**src/rtl/spi_target.sv**
```systemverilog
// SPI Mode-0 target: oversamples SCLK/CSB/MOSI in the wb_clk_i domain, shifts MSB-first words
// in and out, and exposes them on valid/ready RX and TX streams.
module spi_target #(
  parameter int DATA_W      = 8,
  parameter int SYNC_STAGES = 2
) (
  input  logic              wb_clk_i,
  input  logic              wb_rst_i,
  input  logic              spi_sclk_i,
  input  logic              spi_csb_i,
  input  logic              spi_mosi_i,
  output logic              spi_miso_o,
  output logic              spi_miso_oeb_o,
  input  logic [DATA_W-1:0] tx_data_i,
  input  logic              tx_valid_i,
  output logic              tx_ready_o,
  output logic [DATA_W-1:0] rx_data_o,
  output logic              rx_valid_o,
  input  logic              rx_ready_i,
  output logic              rx_overrun_o,
  output logic              tx_underrun_o,
  output logic              busy_o
);

  localparam int CNT_W = (DATA_W > 1) ? $clog2(DATA_W) : 1;
  localparam logic [CNT_W-1:0] LAST_BIT = CNT_W'(DATA_W - 1);

  typedef enum logic {
    ST_IDLE,
    ST_SHIFT
  } state_t;

  logic [SYNC_STAGES-1:0] sclk_sync_q, sclk_sync_d;
  logic [SYNC_STAGES-1:0] csb_sync_q, csb_sync_d;
  logic [SYNC_STAGES-1:0] mosi_sync_q, mosi_sync_d;
  logic                   sclk_prev_q, csb_prev_q;
  logic                   sclk_s, csb_s, mosi_s;
  logic                   sclk_rise, sclk_fall, csb_fall, csb_rise;

  state_t            state_q, state_d;
  logic [CNT_W-1:0]  bit_cnt_q, bit_cnt_d;
  logic [DATA_W-1:0] rx_sh_q, rx_sh_d;
  logic [DATA_W-1:0] tx_sh_q, tx_sh_d;
  logic              next_load_q, next_load_d;
  logic              miso_q, miso_d;
  logic [DATA_W-1:0] hold_q, hold_d;
  logic              full_q, full_d;
  logic [DATA_W-1:0] rx_data_q, rx_data_d;
  logic              rx_valid_q, rx_valid_d;
  logic              overrun_q, overrun_d;
  logic              underrun_q, underrun_d;

  logic              load_req;
  logic              word_done;
  logic [DATA_W-1:0] rx_word;
  logic [DATA_W-1:0] load_word;

  // Synchronizer chains; edge detection compares the last two synchronized samples.
  always_comb begin
    sclk_sync_d = {sclk_sync_q[SYNC_STAGES-2:0], spi_sclk_i};
    csb_sync_d  = {csb_sync_q[SYNC_STAGES-2:0], spi_csb_i};
    mosi_sync_d = {mosi_sync_q[SYNC_STAGES-2:0], spi_mosi_i};
  end

  always_ff @(posedge wb_clk_i or posedge wb_rst_i) begin
    if (wb_rst_i) begin
      sclk_sync_q <= '0;
      csb_sync_q  <= '1;
      mosi_sync_q <= '0;
      sclk_prev_q <= 1'b0;
      csb_prev_q  <= 1'b1;
    end else begin
      sclk_sync_q <= sclk_sync_d;
      csb_sync_q  <= csb_sync_d;
      mosi_sync_q <= mosi_sync_d;
      sclk_prev_q <= sclk_s;
      csb_prev_q  <= csb_s;
    end
  end

  assign sclk_s    = sclk_sync_q[SYNC_STAGES-1];
  assign csb_s     = csb_sync_q[SYNC_STAGES-1];
  assign mosi_s    = mosi_sync_q[SYNC_STAGES-1];
  assign sclk_rise = sclk_s & ~sclk_prev_q;
  assign sclk_fall = ~sclk_s & sclk_prev_q;
  assign csb_fall  = ~csb_s & csb_prev_q;
  assign csb_rise  = csb_s & ~csb_prev_q;

  assign rx_word   = {rx_sh_q[DATA_W-2:0], mosi_s};
  assign load_word = full_q ? hold_q : '0;

  always_comb begin
    state_d     = state_q;
    bit_cnt_d   = bit_cnt_q;
    rx_sh_d     = rx_sh_q;
    tx_sh_d     = tx_sh_q;
    next_load_d = next_load_q;
    miso_d      = miso_q;
    hold_d      = hold_q;
    full_d      = full_q;
    rx_data_d   = rx_data_q;
    rx_valid_d  = rx_valid_q;
    overrun_d   = 1'b0;
    underrun_d  = 1'b0;
    load_req    = 1'b0;
    word_done   = 1'b0;

    case (state_q)
      ST_IDLE: begin
        if (csb_fall) begin
          state_d     = ST_SHIFT;
          load_req    = 1'b1;
          bit_cnt_d   = '0;
          rx_sh_d     = '0;
          next_load_d = 1'b0;
        end
      end
      ST_SHIFT: begin
        if (csb_rise) begin
          // Partial RX bits and any TX word already in the shifter are abandoned.
          state_d     = ST_IDLE;
          miso_d      = 1'b0;
          bit_cnt_d   = '0;
          next_load_d = 1'b0;
        end else if (sclk_rise) begin
          rx_sh_d = rx_word;
          if (bit_cnt_q == LAST_BIT) begin
            word_done   = 1'b1;
            bit_cnt_d   = '0;
            next_load_d = 1'b1;
          end else begin
            bit_cnt_d = bit_cnt_q + 1'b1;
          end
        end else if (sclk_fall) begin
          if (next_load_q) begin
            load_req    = 1'b1;
            next_load_d = 1'b0;
          end else begin
            tx_sh_d = tx_sh_q << 1;
            miso_d  = tx_sh_q[DATA_W-2];
          end
        end
      end
      default: state_d = ST_IDLE;
    endcase

    if (load_req) begin
      tx_sh_d    = load_word;
      miso_d     = load_word[DATA_W-1];
      underrun_d = ~full_q;
    end

    // A load consumes a full holding register; a capture is only possible when it was empty,
    // so a same-cycle load and capture leaves the captured word waiting for the next load.
    if (load_req && full_q) begin
      full_d = 1'b0;
    end
    if (tx_valid_i && !full_q) begin
      hold_d = tx_data_i;
      full_d = 1'b1;
    end

    if (word_done) begin
      if (!rx_valid_q || rx_ready_i) begin
        rx_data_d  = rx_word;
        rx_valid_d = 1'b1;
      end else begin
        overrun_d = 1'b1;
      end
    end else if (rx_ready_i) begin
      rx_valid_d = 1'b0;
    end
  end

  always_ff @(posedge wb_clk_i or posedge wb_rst_i) begin
    if (wb_rst_i) begin
      state_q     <= ST_IDLE;
      bit_cnt_q   <= '0;
      rx_sh_q     <= '0;
      tx_sh_q     <= '0;
      next_load_q <= 1'b0;
      miso_q      <= 1'b0;
      hold_q      <= '0;
      full_q      <= 1'b0;
      rx_data_q   <= '0;
      rx_valid_q  <= 1'b0;
      overrun_q   <= 1'b0;
      underrun_q  <= 1'b0;
    end else begin
      state_q     <= state_d;
      bit_cnt_q   <= bit_cnt_d;
      rx_sh_q     <= rx_sh_d;
      tx_sh_q     <= tx_sh_d;
      next_load_q <= next_load_d;
      miso_q      <= miso_d;
      hold_q      <= hold_d;
      full_q      <= full_d;
      rx_data_q   <= rx_data_d;
      rx_valid_q  <= rx_valid_d;
      overrun_q   <= overrun_d;
      underrun_q  <= underrun_d;
    end
  end

  assign spi_miso_o     = miso_q;
  assign spi_miso_oeb_o = (state_q != ST_SHIFT);
  assign busy_o         = (state_q == ST_SHIFT);
  assign tx_ready_o     = ~full_q;
  assign rx_data_o      = rx_data_q;
  assign rx_valid_o     = rx_valid_q;
  assign rx_overrun_o   = overrun_q;
  assign tx_underrun_o  = underrun_q;

endmodule

```
**config.mk**
```make
export PLATFORM = sky130hd
export DESIGN_NAME = spi_target
export DESIGN_NICKNAME = d
export VERILOG_FILES = /design/src/rtl/spi_target.sv
export SDC_FILE = /design/constraint.sdc
export NUM_CORES = 1
export LEC_CHECK = 0
export ABC_CLOCK_PERIOD_IN_PS = 1900
export CAP_MARGIN = 20
export CORE_MARGIN = 4
export CORE_UTILIZATION = 53
export CTS_CLUSTER_SIZE = 40
export DETAILED_ROUTE_END_ITERATION = 10
export PLACE_DENSITY = 0.85
export SLEW_MARGIN = 10
export SYNTH_ARGS = -nofsm -noshare
export SYNTH_HDL_FRONTEND = slang
export SYNTH_SLANG_ARGS = --single-unit
```
**constraint.sdc**
```tcl
create_clock -name wb_clk_i -period 1.9 [get_ports wb_clk_i]
set_input_delay 0.19 -clock wb_clk_i [delete_from_list [all_inputs] [get_ports wb_clk_i]]
set_output_delay 0.19 -clock wb_clk_i [all_outputs]
set_load 0.02 [all_outputs]
```
==> flow_summary.json <==
{
  "worstMarginPinSlew_ns": 0.683,
  "cts_setup_buffers": 0,
  "ys_ff_latch": 48,
  "fmax_mhz": 582,
  "dpl_worst_slack_ns": 0.188,
  "clkSlewWorstSetupHoldPaths_ns": 0.09,
  "r2r_setup_slack_ns": 0.18,
  "routed_wl_um": 3780,
  "synth_area_leader_cell": "dfrtp_1",
  "clockRootBuffer": "clkbuf_8",
  "drive_above_1_share_pct": 18.6,
  "grt_first_pass_wirelength_um": 6600,
  "diodes": 0,
  "critPathMaxStageDelay_ns": 0.55,
  "synth_edf_count": 0,
  "drv_cap": 0,
  "cpMaxStageDelayCell": "dfstp_2",
  "syn_to_final_growth_pct": 23.9,
  "cts_tree": "done",
  "finalSetupTns_ns": 0,
  "nFillCells": 276,
  "wire_per_inst_um": 15.0,
  "syn_area_per_cell_um2": 12.1,
  "ys_seq_area_share_pct": 60.5,
  "synthesis.area_um2": 1990,
  "outcome": "finished, final reports clean",
  "grt.total_usage_pct": 16.9,
  "postCtsHoldBufs": 0,
  "htreeDepth": 2,
  "placed_cells": 244,
  "rows": 22,
  "clock_path_buffers": 2,
  "synth_cell_types": 31,
  "hold_viol": 0,
  "worstSetupEndpointType": "flop",
  "cp_data_required_time_ns": 2.09,
  "p_leak_nw": 1.14,
  "grt_max_degree": 20,
  "synth_area_leaders": "dfrtp_1 (57%), mux2_4 (6.0%), mux2_1 (4.5%)",
  "worst_slack_ns": 0.182,
  "min_path_type": "in2async",
  "grt-ovfl-total": 0,
  "viasPerCell": 5.50,
  "vias": 1387,
  "synthDominantCellAreaShare_pct": 56.5,
  "final_cells": 252,
  "synth_common_cells": "dfrtp_1 (45), nand2_1 (17), a21oi_1 (13), o21ai_0 (10), nand3_1 (9)",
  "finalCritPeriodShare_pct": 90.4,
  "cts_made_buffers": 5,
  "cts_num_sinks": 48,
  "dieWidth_um": 69.3,
  "path_max_fanout": 8,
  "timing.slew.headroom_pct": 54.1,
  "fin_crit_ns": 1.72,
  "start_util_pct": 54.8,
  "multiInputGateArea_um2": 722,
  "setup_viol": 0,
  "critPathKind": "reg2reg",
  "grt_pass1_vias": 1473,
  "async_flop_share_pct": 100,
  "synth.most_common_cell": "dfrtp_1",
  "antenna_found_initial": 0,
  "netlist_instances": 164,
  "ys.flop_type": "dfrtp_1",
  "die_h_um": 69.3,
  "drcViolationCount": 0,
  "core_um2": 3630,
  "gp_congestion": 0.868,
  "drv_slew": 0,
  "ir_worst_vdd_uv": 802,
  "synth.net_count": 181,
  "fin_skew_ns": 0.00789,
  "worst-path-buf-inv": 1,
  "critPathLaunchType": "flop",
  "worstPathArrival_ns": 1.91,
  "dr.pass1.iters": 4,
  "cts_resized": 0,
  "hpwlAfterDp_um": 2840,
  "portBuffers": 29,
  "clock_latency_ns": 0.30,
  "crit_chain": "and2b_4 -> nor3_2 -> and3_1 -> buf_4 -> mux2_4",
  "cpLargestDelayFamily": "simple AND/OR/NAND/NOR gates",
  "detail-route-antenna-nets": 0,
  "p_per_area_nw_per_um2": 973,
  "drt_iter0_drc": 96,
  "rsz0062_at_grt": "no",
  "io_pins": 30,
  "finalNetCount": 220,
  "die_area_um2": 4800,
  "yosys_warnings": 0,
  "seq_area_um2": 1200
}
## metal layers
layer | vias up | routed length [um] | track usage, %
li1 | 657 | - | -
met1 | 668 | 1520 | 18.6
met2 | 57 | 1980 | 29.9
met3 | 5 | 244 | 6.09
met4 | 0 | 35 | 6.07
met5 | - | 0 | 0
## final cells by class
class / count / share of cell area, %
clock buffer: 6 / 3.35
clock inverter: 2 / 0.406
inverter: 6 / 0.913
multi-input combinational: 103 / 29.3
sequential: 48 / 48.8
tap: 48 / 2.43
timing repair buffer: 39 / 14.8
## power breakdown
group	internal, W	switching [W]
clock network	0.000291	0.000324
logic	0.000224	0.000219
registers	0.00121	0.000137
## state kept, by name, summed over array words and instances, names as in the netlist
name	cells
hold_q	8
rx_data_o	8
rx_sh_q	7
tx_sh_q	7
bit_cnt_q	3
csb_sync_q	2
mosi_sync_q	2
sclk_sync_q	2
busy_o	1
csb_prev_q	1
full_q	1
next_load_q	1
rx_overrun_o	1
rx_valid_o	1
sclk_prev_q	1
spi_miso_o	1
tx_underrun_o	1
## cell usage in the layout (no fill, tap or decap)
cell type,synthesis,final
a21o_1,1,1
a21oi_1,13,13
a21oi_2,1,1
a22o_1,3,3
a22oi_1,1,1
a31oi_1,7,7
a41o_1,1,1
a41oi_2,2,2
and2b_4,1,1
and3_1,1,1
buf_4,2,10
clkbuf_8,0,6
clkdlybuf4s50_1,0,29
clkinv_2,0,2
dfrtp_1,45,45
dfstp_2,3,3
ha_1,2,2
inv_1,4,3
inv_2,2,3
mux2_1,8,8
mux2_4,8,8
nand2_1,17,17
nand2b_1,4,4
nand3_1,9,9
nor2_1,6,6
nor2b_1,3,3
nor3_1,2,2
nor3_2,1,1
nor3b_4,1,1
o21ai_0,10,10
o21ai_1,1,1
## path summary, 6_finish.rpt
path,start,to,cells after the start
min in group wb_clk_i,spi_mosi_i,mosi_sync_q[0],1
setup reg to reg,csb_prev_q,rx_data_o[5],5
hold reg to reg,mosi_sync_q[0],mosi_sync_q[1],0
hold / removal,wb_rst_i,rx_sh_q[2],2
setup / recovery,csb_prev_q,rx_data_o[5],5
max in group asynchronous,wb_rst_i,tx_sh_q[4],3
## logic make-up after synthesis
group | Yosys count | synth area share [%]
buffers and inverters | 13 | 3.27
adder cells (fa/ha/maj) | 2 | 1.26
multiplexers | 16 | 10.6
AND/OR/NAND/NOR | 45 | 11.6
flip-flops | 48 | 60.5
AO/OA/AOI/OAI | 40 | 12.9
## per-stage QoR
step / hold WS [ns] / cell area, um2 / total power (W) / utilization [%]
2_1_floorplan: 0.194 / 1990 / 0.00162 / -
3_3_place_gp: 0.333 / 2370 / 0.00176 / 65.4
3_5_place_dp: 0.337 / 2370 / 0.00181 / 65.4
4_1_cts: 0.195 / 2470 / 0.00242 / 67.9
5_1_grt: 0.227 / 2470 / 0.00253 / 67.9
6_report: 0.181 / 2470 / 0.00240 / 67.9
No activity file was read; power rests on OpenSTA's default activity.
